**src/rtl/toggle_pulse_receiver.sv**
```systemverilog
// Receive end of a 2-phase toggle event link: synchronizes the toggle line,
// converts each transition into a one-cycle pulse, counts events and returns a toggle ack.
module toggle_pulse_receiver #(
    parameter int SYNC_STAGES = 2,
    parameter int CNT_W       = 8
) (
    input  logic             clk,
    input  logic             rst,
    input  logic             t_in,
    input  logic             cnt_clr,
    output logic             pulse,
    output logic             level,
    output logic             ack,
    output logic [CNT_W-1:0] evt_cnt,
    output logic             cnt_sat
);

    localparam logic [CNT_W-1:0] CNT_MAX = {CNT_W{1'b1}};
    localparam logic [CNT_W-1:0] CNT_ONE = {{(CNT_W-1){1'b0}}, 1'b1};

    logic [SYNC_STAGES-1:0] sync_q, sync_d;
    logic                   prev_q;
    logic                   pulse_q;
    logic [CNT_W-1:0]       evtCnt_q, evtCnt_d;
    logic                   sat_q, sat_d;
    logic                   evt;

    // Event is a difference between the synchronized level and the level already acknowledged
    always_comb begin
        sync_d   = {sync_q[SYNC_STAGES-2:0], t_in};
        evt      = sync_q[SYNC_STAGES-1] ^ prev_q;
        evtCnt_d = evtCnt_q;
        sat_d    = sat_q;
        if (cnt_clr) begin
            evtCnt_d = evt ? CNT_ONE : '0;
            sat_d    = 1'b0;
        end else if (evt) begin
            if (evtCnt_q == CNT_MAX) begin
                sat_d = 1'b1;
            end else begin
                evtCnt_d = evtCnt_q + CNT_ONE;
            end
        end
    end

    always_ff @(posedge clk) begin
        if (rst) begin
            sync_q   <= '0;
            prev_q   <= 1'b0;
            pulse_q  <= 1'b0;
            evtCnt_q <= '0;
            sat_q    <= 1'b0;
        end else begin
            sync_q   <= sync_d;
            prev_q   <= sync_q[SYNC_STAGES-1];
            pulse_q  <= evt;
            evtCnt_q <= evtCnt_d;
            sat_q    <= sat_d;
        end
    end

    // The acknowledged level doubles as the toggle ack back to the sender
    assign ack     = prev_q;
    assign level   = sync_q[SYNC_STAGES-1];
    assign pulse   = pulse_q;
    assign evt_cnt = evtCnt_q;
    assign cnt_sat = sat_q;

endmodule

```
**config.mk**
```make
export PLATFORM = sky130hd
export DESIGN_NAME = toggle_pulse_receiver
export DESIGN_NICKNAME = d
export VERILOG_FILES = /design/src/rtl/toggle_pulse_receiver.sv
export SDC_FILE = /design/constraint.sdc
export NUM_CORES = 1
export LEC_CHECK = 0
export ABC_AREA = 1
export ABC_CLOCK_PERIOD_IN_PS = 2550
export CAP_MARGIN = 20
export CORE_MARGIN = 2
export CORE_UTILIZATION = 50
export DETAILED_ROUTE_END_ITERATION = 12
export GPL_TIMING_DRIVEN = 0
export MAX_ROUTING_LAYER = met4
export PLACE_DENSITY = 0.8
export RECOVER_POWER = 50
export SKIP_LAST_GASP = 1
export SLEW_MARGIN = 20
export SYNTH_ARGS = -nofsm -noshare
export SYNTH_HDL_FRONTEND = slang
export SYNTH_SLANG_ARGS = --single-unit
```
**constraint.sdc**
```tcl
create_clock -name clk -period 2.55 [get_ports clk]
set_input_delay 0.51 -clock clk [delete_from_list [all_inputs] [get_ports clk]]
set_output_delay 0.51 -clock clk [all_outputs]
set_load 0.02 [all_outputs]
```
==> flow_metrics.tcl <==
set metrics [dict create \
    status "finished, final reports clean" \
    p_switching_uw 98.87 \
    drive_above_1_share_pct 9.483 \
    gp_congestion 0.7819 \
    insertion_delay_ps 280 \
    max_stage_delay_ps 630 \
    clkPwrFrac_pct 32.3 \
    cp_cell_sequence "clkdlybuf4s50_1" \
    syn_to_final_growth_pct 25.97 \
    rsz0062_at_grt "false" \
    yosysTopAreaCellShare_pct 38.31 \
    holdPathStages 2 \
    power_density_nw_per_um2 455.2 \
    fill_cells 123 \
    path_max_fanout 5 \
    rr_startpoint "evt_cnt[0]$_SDFFE_PP0P_" \
    critPathTopFamily "buffers and inverters" \
    row_count 13 \
    grt_max_degree 8 \
    p_seq_share_pct 54.7 \
    cts_hold_buf 0 \
    worst_slew_pin_slew_ps 487.9 \
    worst-path-buf-inv 1 \
    synthesis.nets 102 \
    drtPass1Iterations 4 \
    dp_hpwl_um 964.1 \
    cts_resized 0 \
    gr-total-overflow 0 \
    syn_area_um2 679.4 \
    hold_viol 0 \
    vias 630 \
    grt_pass1_wl_mm 2.042 \
    fmax_mhz 546.8 \
    cts_root_buf "clkbuf_4" \
    cts_tree "done" \
    synth_top_cell_by_area "dfxtp_1" \
    finalWirelength_mm 1.267 \
    placedCellCount 127 \
    cts_setup_buffers 0 \
    regArea_um2 260.3 \
    track_usage_pct 19.95 \
    cts.path.max_buffers 2 \
    ant_nets 0 \
    r2r_cells 8 \
    antenna_found_initial 0 \
    crit_slowest_cell "clkdlybuf4s50_1" \
    cts_buffers 3 \
    antenna_cells 0 \
    dieArea_um2 1670 \
    fin_nets 122 \
    r2r_slack_ps 1050 \
    finalSetupViolCount 0 \
    ios 16 \
    leakage_nw 0.3626 \
    die_y_um 40.86 \
    fp.dieW_um 40.86 \
    finish.utilization_pct 66.60 \
    maxCapViolations 0 \
    worst-setup-path-type "flop to output port" \
    drt_iter0_drc 4 \
    min_to "sync_q[1]$_SDFF_PP0_" \
    hold_start "sync_q[0]$_SDFF_PP0_" \
    setup_slack_ps 721.1 \
    avgSynthCellArea_um2 7.004 \
    tns_ps 0 \
    p_int_uw 290.7 \
    drv_slew 0 \
    synth_area_leaders "dfxtp_1, nand3_1, inv_1" \
    avgViaCountPerCell 4.809 \
    initial_utilization_pct 52.87 \
    htreeDepth 1 \
    finalCritPeriodShare_pct 71.72 \
    p_total_uw 389.6 \
    fin_cells 131 \
    sw_frac_of_total_pct 25.38 \
    crit_path_end_kind "output port" \
    fin_crit_ps 1829 \
    portBuffers 15 \
    multi_input_area_um2 332.8 \
    synthDistinctLibCells 17 \
    grt_pass1_vias 524 \
    critPathLaunchType "flop" \
    reg2reg_to "evt_cnt[6]$_SDFFE_PP0P_" \
    arrival_ps 1320 \
    synth_warnings 0 \
    cts.clk_slew.worst_paths_ps 80 \
    cts.sinks 13 \
    combPwrFrac_pct 13.0 \
    yosysSeqAreaShare_pct 38.31 \
    critPathRequiredTime_ps 2040 \
    clock-skew-final_ps 3.644 \
    core_um2 1285 \
    vdd_ir_drop_max_mv 0.3656 \
    slew_headroom_pct 67.35 \
    wl_per_cell_um 9.672 \
    drc_errors 0 \
    hp-class "flop to flop" \
    post-place-ws_ps 777.0 \
    netlist_instances 97 \
    synth_seq_cells 13 \
]
per-layer routing:
| metal | vias up | share of wire [%] | global-route usage, % |
|---|---|---|---|
| met1 | 265 | 46 | 22.48 |
| met3 | 4 | 4.9 | 4.891 |
| met4 | 0 | 3.5 | 15.00 |
| li1 | 340 | - | - |
| met2 | 21 | 46 | 30.08 |
| met5 | - | 0 | - |
layout make-up:
| cell class | count | share of cell area (%) |
|---|---|---|
| repair buffers | 15 | 17.54 |
| well taps | 15 | 2.193 |
| inverters | 18 | 7.895 |
| clock buffers | 4 | 3.070 |
| multi-input cells | 66 | 38.89 |
| flip-flops and latches | 13 | 30.41 |
power by group through the flow:
stage	logic, mW	registers (mW)	clock network [mW]
floorplan	0.0253	0.224	0
global placement	0.0519	0.218	0
detailed placement	0.0525	0.218	0
CTS	0.0527	0.213	0.130
global route	0.0562	0.214	0.139
finish	0.0507	0.213	0.126
placed cells by master (no fill, tap or decap), types with 2 or more instances in the layout:
cell and count:
nand2_4 3, clkdlybuf4s50_1 14, clkbuf_4 3, dfxtp_1 13, o21ai_0 2, nand2_1 19, nor2_1 13, nand2_2 3
a21oi_1 6, inv_1 18, nand3_1 14
how the worst max path moves through the flow:
stage,from,endpoint,slack [ps],cells after the start
floorplan,evt_cnt[1]$_SDFFE_PP0P_,evt_cnt[6]$_SDFFE_PP0P_,1170,8
global placement,rst,evt_cnt[6]$_SDFFE_PP0P_,750,6
detailed placement,rst,evt_cnt[6]$_SDFFE_PP0P_,780,6
CTS,evt_cnt[2]$_SDFFE_PP0P_,evt_cnt[2],720,1
global route,evt_cnt[2]$_SDFFE_PP0P_,evt_cnt[2],650,1
finish,evt_cnt[0]$_SDFFE_PP0P_,evt_cnt[0],720,1
sequential cells by signal (all words and copies together), names as in the netlist:
name / count
sync_q: 2
pulse: 1
cnt_sat: 1
ack: 1
evt_cnt: 8
tightest hold or removal path, stage by stage, from the launching register on:
cell	delay, ps
dfxtp_1	300
inv_1	40
nor2_1	40
cell families (layout without fill, tap and decap cells):
logic type / count (synthesis) / count (layout) / synth area share (%)
fa+ha+maj: 1 / 1 / 1.841
flops: 13 / 13 / 38.31
buf+inv: 18 / 37 / 9.944
compound gates: 9 / 9 / 7.549
simple gates: 56 / 56 / 42.36
cells in the mapped netlist:
cell type / number
a21oi_1: 5
a21oi_2: 1
dfxtp_1: 13
ha_1: 1
inv_1: 18
nand2_1: 18
nand2_2: 3
nand2_4: 4
nand3_1: 14
nand3b_1: 1
nor2_1: 12
nor2_2: 1
nor2_4: 2
nor3_1: 1
o21a_1: 1
o21ai_0: 1
o21ai_1: 1
stage by stage:
| step | area (um^2) | hold WS, ps |
|---|---|---|
| after detailed placement | 848.3 | 413.4 |
| after floorplan | 679.4 | 388.3 |
| final | 855.8 | 424.3 |
| after CTS | 874.6 | 431.1 |
| after global placement | 848.3 | 400.9 |
| after global routing | 855.8 | 466.6 |
Power figures use the tool's default switching activity.
